===== config.mk =====
export PLATFORM = sky130hd
export DESIGN_NAME = shift_sequencer
export DESIGN_NICKNAME = d
export VERILOG_FILES = /design/src/rtl/shift_sequencer.sv
export SDC_FILE = /design/constraint.sdc
export NUM_CORES = 1
export LEC_CHECK = 0
export ABC_AREA = 1
export CORE_UTILIZATION = 45
export DETAILED_ROUTE_END_ITERATION = 8
export PLACE_DENSITY = 0.77
export REMOVE_ABC_BUFFERS = 1
export SLEW_MARGIN = 20
export SYNTH_ARGS = -nofsm -noshare
export SYNTH_HDL_FRONTEND = slang
export SYNTH_SLANG_ARGS = --single-unit

===== constraint.sdc =====
create_clock -name clock -period 2.56 [get_ports clock]
set_input_delay 0.512 -clock clock [delete_from_list [all_inputs] [get_ports clock]]
set_output_delay 0.512 -clock clock [all_outputs]
set_load 0.01 [all_outputs]

===== src/rtl/shift_sequencer.sv =====
// Purpose: multi-cycle log shifter (SLL/SRL/SRA/ROL), one 2^k stage per clock.
// Latency: accept edge T -> out_valid after edge T+SHAMT_W, independent of shamt.
// Backpressure: in_ready only in IDLE; result held in DONE until out_ready.
//
// Ports:
//   clock, reset            rising-edge clock; async active-low reset
//   in_valid/in_ready       request handshake; in_data, in_shamt, in_op sampled at accept
//   flush                   synchronous abort back to IDLE, beats any handshake
//   busy                    high while an operation is in SHIFT or DONE
//   out_valid/out_ready     result handshake; out_data stable while out_valid
module shift_sequencer #(
  parameter int WIDTH   = 32,
  parameter int SHAMT_W = 5
) (
  input  logic               clock,
  input  logic               reset,
  input  logic               in_valid,
  output logic               in_ready,
  input  logic [WIDTH-1:0]   in_data,
  input  logic [SHAMT_W-1:0] in_shamt,
  input  logic [1:0]         in_op,
  input  logic               flush,
  output logic               busy,
  output logic               out_valid,
  input  logic               out_ready,
  output logic [WIDTH-1:0]   out_data
);

  localparam int STG_W = (SHAMT_W > 1) ? $clog2(SHAMT_W) : 1;
  localparam logic [STG_W-1:0] LAST_STAGE = STG_W'(SHAMT_W - 1);

  localparam logic [1:0] OP_SLL = 2'b00;
  localparam logic [1:0] OP_SRL = 2'b01;
  localparam logic [1:0] OP_SRA = 2'b10;
  localparam logic [1:0] OP_ROL = 2'b11;

  typedef enum logic [1:0] {
    IDLE  = 2'b00,
    SHIFT = 2'b01,
    DONE  = 2'b10
  } state_t;

  state_t             state_q, state_d;
  logic [STG_W-1:0]   stage_q, stage_d;
  logic [WIDTH-1:0]   data_q, data_d;
  logic [SHAMT_W-1:0] shamt_q, shamt_d;
  logic [1:0]         op_q, op_d;
  logic [WIDTH-1:0]   step;

  // One stage of the log shifter. Each stage uses a constant shift distance,
  // so the selected path is a small mux instead of a full barrel shifter.
  always_comb begin
    step = data_q;
    for (int k = 0; k < SHAMT_W; k++) begin
      if (int'(stage_q) == k) begin
        case (op_q)
          OP_SLL: step = data_q << (1 << k);
          OP_SRL: step = data_q >> (1 << k);
          OP_SRA: step = $signed(data_q) >>> (1 << k);
          OP_ROL: step = (data_q << (1 << k)) | (data_q >> (WIDTH - (1 << k)));
          default: step = data_q;
        endcase
      end
    end
  end

  always_ff @(posedge clock or negedge reset) begin
    if (!reset) begin
      state_q <= IDLE;
      stage_q <= '0;
      data_q  <= '0;
      shamt_q <= '0;
      op_q    <= '0;
    end else begin
      state_q <= state_d;
      stage_q <= stage_d;
      data_q  <= data_d;
      shamt_q <= shamt_d;
      op_q    <= op_d;
    end
  end

  always_comb begin
    state_d = state_q;
    stage_d = stage_q;
    data_d  = data_q;
    shamt_d = shamt_q;
    op_d    = op_q;
    if (flush) begin
      // Abort wins over both handshakes; the operand registers are left as-is
      // because nothing observes them until the next accept overwrites them.
      state_d = IDLE;
      stage_d = '0;
    end else begin
      case (state_q)
        IDLE: begin
          if (in_valid) begin
            data_d  = in_data;
            shamt_d = in_shamt;
            op_d    = in_op;
            stage_d = '0;
            state_d = SHIFT;
          end
        end
        SHIFT: begin
          if (shamt_q[stage_q]) data_d = step;
          stage_d = stage_q + STG_W'(1);
          if (stage_q == LAST_STAGE) state_d = DONE;
        end
        DONE: begin
          if (out_ready) state_d = IDLE;
        end
        default: state_d = IDLE;
      endcase
    end
  end

  // All handshake outputs are pure decodes of the state register.
  assign in_ready  = (state_q == IDLE);
  assign busy      = (state_q == SHIFT) || (state_q == DONE);
  assign out_valid = (state_q == DONE);
  assign out_data  = data_q;

endmodule


==> results of run 1 <==
worst paths after layout:
kind,to,start,cells after the start
worst min-delay path,out_data[31]$_DFFE_PN0P_,reset,1
max in group asynchronous,out_data[1]$_DFFE_PN0P_,reset,2
worst max register to register,out_data[17]$_DFFE_PN0P_,stage_q[0]$_DFFE_PN0P_,12
worst max-delay path,out_data[17]$_DFFE_PN0P_,stage_q[0]$_DFFE_PN0P_,12
min in group clock,shamt_q[3]$_DFFE_PN0P_,shamt_q[3]$_DFFE_PN0P_,1
worst min register to register,shamt_q[3]$_DFFE_PN0P_,shamt_q[3]$_DFFE_PN0P_,1
metal layers:
metal	track usage	routed length, um	share of wire
met2	0.581	8130	0.48
met4	0.136	535	0.031
met3	0.0446	1560	0.091
met5	0	0	0
met1	0.455	6870	0.40
per-stage QoR:
stage	setup WS (ns)	instances	power (uW)	hold slack, ns
after floorplan	-0.172	710	4950	0.216
after global placement	0.357	934	7070	0.482
after detailed placement	0.248	934	7180	0.486
after CTS	0.311	941	7650	0.158
after global routing	0.146	941	8400	0.170
final	0.287	941	7770	0.141
cells in the mapped netlist (all sizes together):
library cell  number
nor2             100
clkinv             1
dfrtp             44
o211ai             1
nand2            263
a21oi             71
clkbuf            14
buf               21
a31oi              1
inv               55
ha                 8
o31ai              3
o21ai             20
o32ai              1
nand4              3
nand3            134
mux2               5
cell type report:
cell class	instances	area, um2	area share
repair buffers	95	916	0.174
clock buffers	5	68.8	0.0130
multi-input cells	610	2800	0.531
clock inverters	2	12.5	0.00237
inverters	56	213	0.0403
well taps	129	161	0.0306
flip-flops and latches	44	1100	0.209
registers in the layout, summed over array words and instances (netlist names):
signal    flops
shamt_q       5
out_data     32
op_q          2
stage_q       3
state_q       2
worst max-delay path, delay by kind of cell (launching register included):
family	cells	cell delay [ns]
AND/OR/NAND/NOR	7	0.76
flip-flops	1	0.45
adder cells (fa/ha/maj)	2	0.44
buffers and inverters	2	0.38
AO/OA/AOI/OAI	1	0.16
cells by family after synthesis:
logic type               count (synthesis)  synth area share
flip-flops                              44             0.254
buffers and inverters                   91            0.0989
AND/OR/NAND/NOR                        500             0.490
AO/OA/AOI/OAI                           97             0.121
multiplexers                             5            0.0130
adder cells (fa/ha/maj)                  8            0.0231
power by group through the flow:
| stage | logic (uW) | registers [uW] | clock network (uW) |
|---|---|---|---|
| 6_report | 5750 | 1560 | 459 |
| 5_1_grt | 6310 | 1600 | 487 |
| 4_1_cts | 5650 | 1540 | 457 |
| 3_5_place_dp | 5620 | 1560 | 0 |
| 3_3_place_gp | 5530 | 1550 | 0 |
| 2_1_floorplan | 3480 | 1460 | 0 |
==> results.yml, run 1 <==
routing:
  route.detailed.drc: 0
  postRouteAntennaNets: 0
  drtIter0Drc: 452
  wl_per_cell_um: 18.2
  vias_per_cell: 5.74
  vias: 5398
  first_pass_iters: 5
  wl_mm: 17.1
worst_setup_path:
  path_cells: "ha_1, ha_1, inv_2, nand2_4, nor2_4, nand2_1, nand4_1, nand2_2, nand2_4, buf_4, nor2_1, a21oi_1"
  cp-start-kind: "flop"
  worst_ep_arrival_time_ns: 2.50
  critPathMaxStageDelay_ns: 0.45
  path_max_fanout: 19
  slowest_stage: "dfrtp_1"
  critical_path_required_ns: 2.79
  worstSetupPathType: "flop to flop"
  reg2reg_setup_slack_ns: 0.29
  critPathCaptureType: "flop"
timing:
  finalCritPeriodShare: 0.888
  tightest_slew_ns: 0.510
  rsz0062_at_grt: "false"
  slew_headroom: 0.660
  hold_viol: 0
  setup_viol: 0
  slew_violations: 0
  fin_worst_skew_ns: 0.00572
  clock.fmax_mhz: 440
  period_needed_ns: 2.27
  finalSetupTns_ns: 0
floorplan:
  fp.dieArea_um2: 10000
  initial_core_util: 0.466
  rows: 35
  design.core.area_um2: 9280
  die_y_um: 100
  dieWidth_um: 100
  boundaryPins: 79
logic_synthesis:
  synthDistinctLibCells: 27
  synthCells: 745
  syn_area_um2: 4330
  yosysSeqAreaShare: 0.254
  synth_area_leaders: "dfrtp_1 (25%), nand2_1 (22%), nand3_1 (15%)"
  ys_seq_elements: 44
  yosysTopAreaCellShare: 0.254
  synth.avg_cell_area_um2: 5.81
  netlist.top_cell.by_area: "dfrtp_1"
  ys_warn_count: 0
layout:
  final_nets: 864
  final_common_cell: "nand2_1"
  diodes: 0
  stdcell_area_um2: 5270
  n_fill_cell: 996
  syn_to_final_growth_pct: 21.9
  final_cell_mix: "nand2_1 (252), nand3_1 (134), nor2_1 (91)"
  final_util: 0.568
  drive_gt1_frac: 0.0788
clock_tree:
  cts_buffers: 5
  cts_resized: 0
  cts_tree: "done"
  clkTransAtPathRegs_ns: 0.10
  clockBufferDepth: 2
  hold_buffers: 0
  htree_levels: 2
  clock-sinks: 44
  clkLatencyLatePin_ns: 0.30
  post-cts-setup-buffers: 0
  cts_root_buf: "clkbuf_8"
hold_path:
  hp-class: "input port to async pin"
job:
  maxCapViolations: 0
power:
  clkPwrFrac: 0.059
  pwr-share-comb: 0.740
  seqPwrFrac: 0.201
  power.internal_uw: 3250
  cellLeakagePower_uw: 0.00267
  swShare: 0.581
  pwr_density_cell_nw_per_um2: 1470
  vdd_drop_max_mv: 0.798
  p_switching_uw: 4510
grt:
  grt_max_degree: 32
  track_usage: 0.347
  grt_first_pass_wirelength_mm: 26.6
  overflow: 0
  first_global_vias: 5080
  antenna_found_initial: 0
placed_design:
  placed_cell_area_um2: 5190
  hpwl_mm: 12.4
  gp_congestion: 0.939
  port_buffers: 78
run_status:
  status: "completed"
Note: power is estimated with default switching activity, not from simulation.
==> run 2: changes to the inputs <==
--- a/config.mk
+++ b/config.mk
@@ -10,6 +10,7 @@
 export DETAILED_ROUTE_END_ITERATION = 8
 export PLACE_DENSITY = 0.77
 export REMOVE_ABC_BUFFERS = 1
+export SKIP_CTS_REPAIR_TIMING = 1
 export SLEW_MARGIN = 20
 export SYNTH_ARGS = -nofsm -noshare
 export SYNTH_HDL_FRONTEND = slang
==> results of run 2 <==
The final DEF is identical to that of run 1; final timing and power are the same.
